[config.mk]
export PLATFORM = sky130hd
export DESIGN_NAME = conv_window_gen
export DESIGN_NICKNAME = d
export VERILOG_FILES = /design/src/rtl/cnn_pkg.sv /design/src/rtl/line_buffer.sv /design/src/rtl/conv_window_gen.sv
export SDC_FILE = /design/constraint.sdc
export NUM_CORES = 1
export LEC_CHECK = 0
export ABC_AREA = 0
export ABC_CLOCK_PERIOD_IN_PS = 2610
export CORE_MARGIN = 4
export CORE_UTILIZATION = 53
export CTS_BUF_LIST = sky130_fd_sc_hd__clkbuf_16
export DETAILED_ROUTE_END_ITERATION = 12
export PLACE_DENSITY = 0.84
export SLEW_MARGIN = 0
export SYNTH_ARGS = -nofsm -noshare
export SYNTH_HDL_FRONTEND = slang
export SYNTH_SLANG_ARGS = --single-unit
[constraint.sdc]
create_clock -name clk -period 2.61 [get_ports clk]
set_clock_uncertainty 0.05 [all_clocks]
set_input_delay 0.522 -clock clk [delete_from_list [all_inputs] [get_ports clk]]
set_output_delay 0.522 -clock clk [all_outputs]
set_load 0.05 [all_outputs]
[src/rtl/cnn_pkg.sv]
// Shared CNN front-end constants: default image/kernel geometry and the
// derived number of output tiles per frame.
package cnn_pkg;

    localparam int CNN_IMAGE_WIDTH  = 28;
    localparam int CNN_IMAGE_HEIGHT = 28;
    localparam int CNN_KERNEL_SIZE  = 3;
    localparam int CNN_STRIDE       = 1;

    // Number of valid (unpadded) window positions along one axis.
    function automatic int tiles_per_axis(input int dim, input int k, input int s);
        return ((dim - k) / s) + 1;
    endfunction

    localparam int CNN_TILES_X         = tiles_per_axis(CNN_IMAGE_WIDTH, CNN_KERNEL_SIZE, CNN_STRIDE);
    localparam int CNN_TILES_Y         = tiles_per_axis(CNN_IMAGE_HEIGHT, CNN_KERNEL_SIZE, CNN_STRIDE);
    localparam int CNN_TILES_PER_FRAME = CNN_TILES_X * CNN_TILES_Y;

endpackage

[src/rtl/line_buffer.sv]
// K-1 image lines stored side by side: one entry per column, bit j holds the
// pixel from j+1 rows above the row currently streaming in.
module line_buffer #(
    parameter int DEPTH = 28,
    parameter int WIDTH = 2
) (
    input  logic                     clk,
    input  logic                     wr_en,
    input  logic [$clog2(DEPTH)-1:0] addr,
    input  logic [WIDTH-1:0]         wr_data,
    output logic [WIDTH-1:0]         rd_data
);

    logic [WIDTH-1:0] mem_r [DEPTH];

    // Column storage; intentionally unreset, every entry is rewritten before use.
    always_ff @(posedge clk) begin
        if (wr_en) begin
            mem_r[addr] <= wr_data;
        end
    end

    assign rd_data = mem_r[addr];

endmodule

[src/rtl/conv_window_gen.sv]
// Streams a binary raster image and emits every K x K convolution window
// (valid positions only, configurable stride) to a downstream PE array.
module conv_window_gen
    import cnn_pkg::*;
#(
    parameter int IMAGE_WIDTH  = CNN_IMAGE_WIDTH,
    parameter int IMAGE_HEIGHT = CNN_IMAGE_HEIGHT,
    parameter int KERNEL_SIZE  = CNN_KERNEL_SIZE,
    parameter int STRIDE       = CNN_STRIDE
) (
    input  logic                            clk,
    input  logic                            rst_n,
    input  logic                            pix_valid,
    input  logic                            pix_data,
    output logic                            pix_ready,
    output logic                            tile_valid,
    output logic                            tile_data [KERNEL_SIZE*KERNEL_SIZE],
    input  logic                            tile_ready,
    output logic [$clog2(IMAGE_HEIGHT)-1:0] tile_row,
    output logic [$clog2(IMAGE_WIDTH)-1:0]  tile_col,
    output logic                            frame_done
);

    localparam int K   = KERNEL_SIZE;
    localparam int N   = K * K;
    localparam int XW  = $clog2(IMAGE_WIDTH);
    localparam int YW  = $clog2(IMAGE_HEIGHT);
    localparam int LBW = K - 1;

    localparam logic [XW-1:0] X_FIRST = XW'(K - 1);
    localparam logic [YW-1:0] Y_FIRST = YW'(K - 1);
    localparam logic [XW-1:0] X_LAST  = XW'(IMAGE_WIDTH - 1);
    localparam logic [YW-1:0] Y_LAST  = YW'(IMAGE_HEIGHT - 1);
    localparam logic [XW-1:0] X_STEP  = XW'(STRIDE);
    localparam logic [YW-1:0] Y_STEP  = YW'(STRIDE);
    localparam logic [XW-1:0] X_ONE   = XW'(1'b1);
    localparam logic [YW-1:0] Y_ONE   = YW'(1'b1);
    localparam logic [XW-1:0] X_TMAX  = XW'(tiles_per_axis(IMAGE_WIDTH, K, STRIDE) - 1);
    localparam logic [YW-1:0] Y_TMAX  = YW'(tiles_per_axis(IMAGE_HEIGHT, K, STRIDE) - 1);

    logic [XW-1:0]  x_r;
    logic [YW-1:0]  y_r;
    logic           win_r [N];
    logic           tile_valid_r;
    logic           tile_data_r [N];
    logic [YW-1:0]  tile_row_r;
    logic [XW-1:0]  tile_col_r;
    logic           tile_last_r;

    logic           accept_s;
    logic           emit_s;
    logic [XW-1:0]  dx_s;
    logic [YW-1:0]  dy_s;
    logic [XW-1:0]  col_next_s;
    logic [YW-1:0]  row_next_s;
    logic           last_next_s;
    logic           win_next_s [N];
    logic [LBW-1:0] lb_rd_s;
    logic [LBW-1:0] lb_wr_s;

    assign pix_ready  = !tile_valid_r || tile_ready;
    assign accept_s   = pix_valid && pix_ready;
    assign tile_valid = tile_valid_r;
    assign tile_data  = tile_data_r;
    assign tile_row   = tile_row_r;
    assign tile_col   = tile_col_r;
    assign frame_done = tile_valid_r && tile_ready && tile_last_r;

    line_buffer #(
        .DEPTH (IMAGE_WIDTH),
        .WIDTH (LBW)
    ) u_line_buffer (
        .clk     (clk),
        .wr_en   (accept_s),
        .addr    (x_r),
        .wr_data (lb_wr_s),
        .rd_data (lb_rd_s)
    );

    // Line-buffer write word: new pixel enters bit 0, older lines age by one.
    always_comb begin
        lb_wr_s    = '0;
        lb_wr_s[0] = pix_data;
        for (int j = 1; j < LBW; j++) begin
            lb_wr_s[j] = lb_rd_s[j-1];
        end
    end

    // Next window: shift left one column, right column = this column top-to-bottom.
    always_comb begin
        for (int i = 0; i < N; i++) begin
            win_next_s[i] = win_r[i];
        end
        for (int r = 0; r < K; r++) begin
            for (int c = 0; c < K - 1; c++) begin
                win_next_s[r*K+c] = win_r[r*K+c+1];
            end
        end
        for (int r = 0; r < K - 1; r++) begin
            win_next_s[r*K+K-1] = lb_rd_s[K-2-r];
        end
        win_next_s[N-1] = pix_data;
    end

    // Window completion test and output-map coordinates for the accepted pixel.
    always_comb begin
        dx_s        = x_r - X_FIRST;
        dy_s        = y_r - Y_FIRST;
        col_next_s  = dx_s / X_STEP;
        row_next_s  = dy_s / Y_STEP;
        last_next_s = (row_next_s == Y_TMAX) && (col_next_s == X_TMAX);
        if (accept_s && (x_r >= X_FIRST) && (y_r >= Y_FIRST) &&
            ((dx_s % X_STEP) == '0) && ((dy_s % Y_STEP) == '0)) begin
            emit_s = 1'b1;
        end else begin
            emit_s = 1'b0;
        end
    end

    // Raster position counters and the shift window advance only on accepted pixels.
    always_ff @(posedge clk or negedge rst_n) begin
        if (!rst_n) begin
            x_r <= '0;
            y_r <= '0;
            for (int i = 0; i < N; i++) begin
                win_r[i] <= 1'b0;
            end
        end else if (accept_s) begin
            for (int i = 0; i < N; i++) begin
                win_r[i] <= win_next_s[i];
            end
            if (x_r == X_LAST) begin
                x_r <= '0;
                y_r <= (y_r == Y_LAST) ? '0 : (y_r + Y_ONE);
            end else begin
                x_r <= x_r + X_ONE;
            end
        end
    end

    // Output tile register: load on completion, drop after consumption, else hold.
    always_ff @(posedge clk or negedge rst_n) begin
        if (!rst_n) begin
            tile_valid_r <= 1'b0;
            tile_row_r   <= '0;
            tile_col_r   <= '0;
            tile_last_r  <= 1'b0;
            for (int i = 0; i < N; i++) begin
                tile_data_r[i] <= 1'b0;
            end
        end else if (emit_s) begin
            tile_valid_r <= 1'b1;
            tile_row_r   <= row_next_s;
            tile_col_r   <= col_next_s;
            tile_last_r  <= last_next_s;
            for (int i = 0; i < N; i++) begin
                tile_data_r[i] <= win_next_s[i];
            end
        end else if (tile_ready) begin
            tile_valid_r <= 1'b0;
        end
    end

endmodule

* Yosys cells after proc, flatten, opt, wreduce, memory -nomap -nowiden
Memories as Yosys holds them, arrays and structs flattened.
Cells that the tools add are included.
** Word-level totals
- Bits in registers :: 37
- RAM bits :: 56
- Input bits :: 5
- Word-level logic and storage cells :: 49
- Memories kept :: 1
** Memory list
- u_line_buffer.mem_r :: depth 28, width 2, rd ports 1, clocked after Yosys merged registers in 0, write ports 1, line line_buffer.sv:14 : logic [WIDTH-1:0] mem_r [DEPTH];
** Cells by class
- $add $sub $neg :: 4
- $lt $le $gt $ge :: 2
- Equal/unequal tests :: 4
- Muxes and demuxes :: 7
- Reduce and logical (&&, ||, !) cells :: 10
** Operator list (number)
- == test 5 bit (second input constant) :: 4
- adder 5 x 1 -> 5 bit (second input constant) :: 2
- greater-or-equal comparator 5 x 2 -> 1 bit (second input constant) :: 2
- two-way mux 5 bit :: 2
- subtractor 5 x 2 -> 5 bit (second input constant) :: 2
- logical AND 1 bit :: 6
- two-way mux 1 bit :: 5
- AND reduction 2 bit :: 1
- nonzero test 2 bit :: 1
- logical NOT 1 bit :: 1
- logical OR 1 bit :: 1

* Longest topological paths before layout
- Word-level depth :: 7
- Mapped depth :: 11

* Cells and area by module
A second synthesis with hierarchy kept.
** Second synthesis, totals
- Cell total of the unflattened synthesis :: 285
- Area total of the unflattened synthesis :: 4201.5 um^2
** By module, submodules not included
- line_buffer :: times used 1, cells each 137, area an instance 2363.5 um^2
- conv_window_gen :: times used 1, cells each 148, area an instance 1838.0 um^2

* Worst setup path after synthesis
Ideal clock, no wire load.
- Path type :: flip-flop to flip-flop
- Start point :: reg x_r[1]
- End point :: reg tile_data_r, in the netlist tile_data[5]
- Arrival :: 2.369 ns
- Data required time :: 2.435 ns
- Path slack :: 0.066 ns
- Stages on the path, launching flop included :: 11
- Buffers on the path :: 5
- Period minus slack after synthesis :: 2.544 ns
- Cells stage by stage :: dfrtp_1 -> buf_2 -> buf_2 -> inv_1 -> ha_1 -> a311o_1 -> buf_6 -> or2_1 -> buf_6 -> buf_6 -> mux2_4
** On the way
- Word-level cells in the longest chain between the ends :: 4
** RTL lines
- from (decl) :: line conv_window_gen.sv:41 : logic [XW-1:0] x_r;
- from (signal assigned) :: line conv_window_gen.sv:136 : x_r <= x_r + X_ONE;
- greater-or-equal comparator 5 x 2 -> 1 bit :: line conv_window_gen.sv:112 : if (accept_s && (x_r >= X_FIRST) && (y_r >= Y_FIRST) &&
- logical AND 1 bit (2 in series) :: line conv_window_gen.sv:112
- two-way mux 1 bit :: line conv_window_gen.sv:112
- to (signal, indexed assignment) :: line conv_window_gen.sv:157 : tile_data_r[i] <= win_next_s[i];
- to (decl) :: line conv_window_gen.sv:45 : logic tile_data_r [N];
No other way between the ends.
A chain may end at the register's enable or synchronous reset.

* Worst setup path after layout
- Start point :: reg y_r[2]
- End point :: reg tile_data_r, in the netlist tile_data[4]
** On the way
- Word-level cells in the longest chain between the ends :: 3
** RTL lines
- from (decl) :: line conv_window_gen.sv:42 : logic [YW-1:0] y_r;
- from (signal assigned) :: line conv_window_gen.sv:134 : y_r <= (y_r == Y_LAST) ? '0 : (y_r + Y_ONE);
- greater-or-equal comparator 5 x 2 -> 1 bit :: line conv_window_gen.sv:112
- logical AND 1 bit :: line conv_window_gen.sv:112
- two-way mux 1 bit :: line conv_window_gen.sv:112
No other way between the ends.

==> qor.txt <==
status: finished clean
TritonCTS Sinks: 93
diodes inserted: 0
min-delay worst type: in -> async
Post-Syn Nets: 315
width of the die: 96.2 um
Yosys top cell area share: 40.8%
Longest Clk Path Bufs: 2
Setup Buffers After CTS: 0
post-DP HPWL: 5840 um
share of cells above drive strength 1: 22.2%
DRT antenna net count: 0
CP Launch Type: flop
largest net degree at the start of global routing: 38
worst reg-to-reg setup slack: 0.20 ns
worst relative slew slack: 47.4%
setup ws final: 0.196 ns
Core Region: 7410 sq um
clock power share: 20.8%
end of the critical path: tile_data[4]$_DFFE_PN0P_
Internal: 0.00386 W
mapped cell area: 4130 sq um
total gr overflow: 0
first-pass GRT wire length: 13900 um
Mapped Cells: 300
most common cell after layout, fill and taps aside: edfxtp_1
Total Routed Length: 8290 um
CTS tree: yes
Reg-to-Reg End: tile_data[4]$_DFFE_PN0P_
Tmin final: 2.41 ns
H-tree depth: 3
Worst-path clk slew: 0.07 ns
Tot Pwr: 0.00629 W
post-synthesis register bit count: 93
EDFF count, synth: 56
commonest non-fill, non-tap cells in the layout: edfxtp_1, nor2_1, dfrtp_1, nand2_1
reg2reg path depth: 6
drt pass-1 iters: 4
vias in the first global route: 2670
via count: 2566
max cap viols: 0
GRT Util Overall: 20.2%
Netlist cell types: 51
vias per inst: 5.70
Crit path required time: 2.78 ns
Initial Utilization: 55.7%
Peak VDD IR: 0.000586 V
Worst Setup SP: y_r[2]$_DFFE_PN0P_
Initial DRC Count: 187
Reg-to-Reg Start: y_r[2]$_DFFE_PN0P_
Final Max Tran Viols: 0
Routed wire per std cell: 18.4 um
Final Util: 66.2%
Area contributors post-synth: edfxtp_1, dfrtp_1, mux4_2
Post-CTS Hold Buffers: 0
top_reg_cell synth: edfxtp_1
sw power: 0.00242 W
IO Pins: 27
Max Clk Rate: 414 MHz
crit-path max FO: 15
part of the power in registers: 37.1%
row count: 31
area post-placement: 4600 sq um
final hold violations: 0
# resized after CTS: 0
CTS Buf Count: 9
worst slack at placement: 0.0786 ns
Crit. End Element: flop
Die Y-Extent: 96.2 um
Slew @ Worst Pin: 0.790 ns
Crit Path Class: reg -> reg
Final #Nets: 361
sequential area share after synthesis: 63.2%
RSZ-0062 raised after global routing: false
setup_tns: 0 ns
period utilisation layout: 92.5%
Sw Share: 38.5%
Ys Warns: 0
GPL Wtd Cong: 0.844
die area: 9260 sq um
DRC viols: 0
Area Overhead vs Synth: 18.9%
final setup fails: 0
Data arrival, critical path: 2.59 ns
final instance area: 4910 sq um
largest area contributor in the netlist: edfxtp_1
mean post-synth cell area: 13.8 sq um
combinational power share: 42.1%
initial antenna violation count: 0
PortBufs: 26
ys async rst share: 39.8%
PD cells: 1280 nW/um^2
leakage: 1.88 nW
Clk Latency, worst-skew pair: 0.34 ns
CTS root buf: clkbuf_16
## metrics by stage
| stage | hold slack [ns] | instances |
|---|---|---|
| 4_1_cts | 0.236 | 450 |
| 5_1_grt | 0.287 | 450 |
| 3_3_place_gp | 0.409 | 434 |
| 6_report | 0.212 | 450 |
| 2_1_floorplan | 0.176 | 300 |
| 3_5_place_dp | 0.416 | 434 |
## metal layers
metal / global-route usage, % / share of wire (%) / up-vias
met5: 0 / 0 / -
met4: 9.60 / 2.5 / 0
met3: 3.44 / 7.5 / 18
met2: 31.8 / 48 / 102
met1: 27.4 / 42 / 1259
li1: - / - / 1187
## kinds of logic after synthesis
| group | after synthesis | share of synthesized area, % |
|---|---|---|
| fa+ha+maj | 10 | 3.03 |
| flops | 93 | 63.2 |
| xor+xnor | 7 | 1.49 |
| compound gates | 38 | 6.58 |
| simple gates | 93 | 10.4 |
| buf+inv | 25 | 3.03 |
| mux | 34 | 12.2 |
## Yosys cell counts, types with 2 or more instances
cell type and n:
edfxtp_1 56, nor2_1 38, dfrtp_1 37, nand2_1 25
mux2_2 16, o21ai_0 15, inv_1 12, ha_1 10
mux4_2 10, clkbuf_1 5, nand3_1 5, xnor2_1 5
a21oi_1 4, buf_2 4, mux2_4 4, mux2i_1 4
nor2b_1 4, buf_6 3, nand4_1 3, nor3_1 3
a21boi_0 2, a2bb2oi_1 2, and2_1 2, nand3b_1 2
o211ai_1 2, xor2_1 2
## critical path: stages (launching register included)
cell       delay [ns]
dfrtp_1          0.42
inv_1            0.18
ha_1             0.22
inv_1            0.08
a2111oi_4        0.37
or2_1            0.56
mux2_2           0.41
## flip-flops by register name, summed over array words and instances, names as in the netlist
name	count
tile_data	9
tile_valid	1
tile_row	5
y_r	5
x_r	5
tile_last_r	1
u_line_buffer.mem_r	56
tile_col	5
win_next_s	6
## power by group through the flow
stage               combinational, W  sequential, W  clock [W]
detailed placement           0.00265        0.00236          0
finish                       0.00265        0.00233    0.00131
floorplan                    0.00136        0.00273          0
global route                 0.00285        0.00238    0.00138
global placement             0.00257        0.00234          0
CTS                          0.00266        0.00233    0.00132
## worst min-delay path by stage
stage                                           end  cells after the start                       from
after floorplan             tile_col[0]$_DFFE_PN0P_                      0                      rst_n
after global placement    win_next_s[8]$_DFFE_PN0P_                      2  win_next_s[8]$_DFFE_PN0P_
after detailed placement  win_next_s[5]$_DFFE_PN0P_                      2  win_next_s[5]$_DFFE_PN0P_
after CTS                   tile_row[0]$_DFFE_PN0P_                      1                      rst_n
after global routing        tile_row[0]$_DFFE_PN0P_                      1                      rst_n
final                            y_r[4]$_DFFE_PN0P_                      1                      rst_n
## final cells by class
cell class	count	area [sq um]
Inverter	12	45.0
Clock inverter	7	75.1
Multi-Input combinational cell	182	1400
Sequential cell	93	2610
Timing Repair Buffer	48	428
Clock buffer	9	225
Tap cell	99	124
Fill cell	526	2500
No activity file was read; power rests on OpenSTA's default activity.
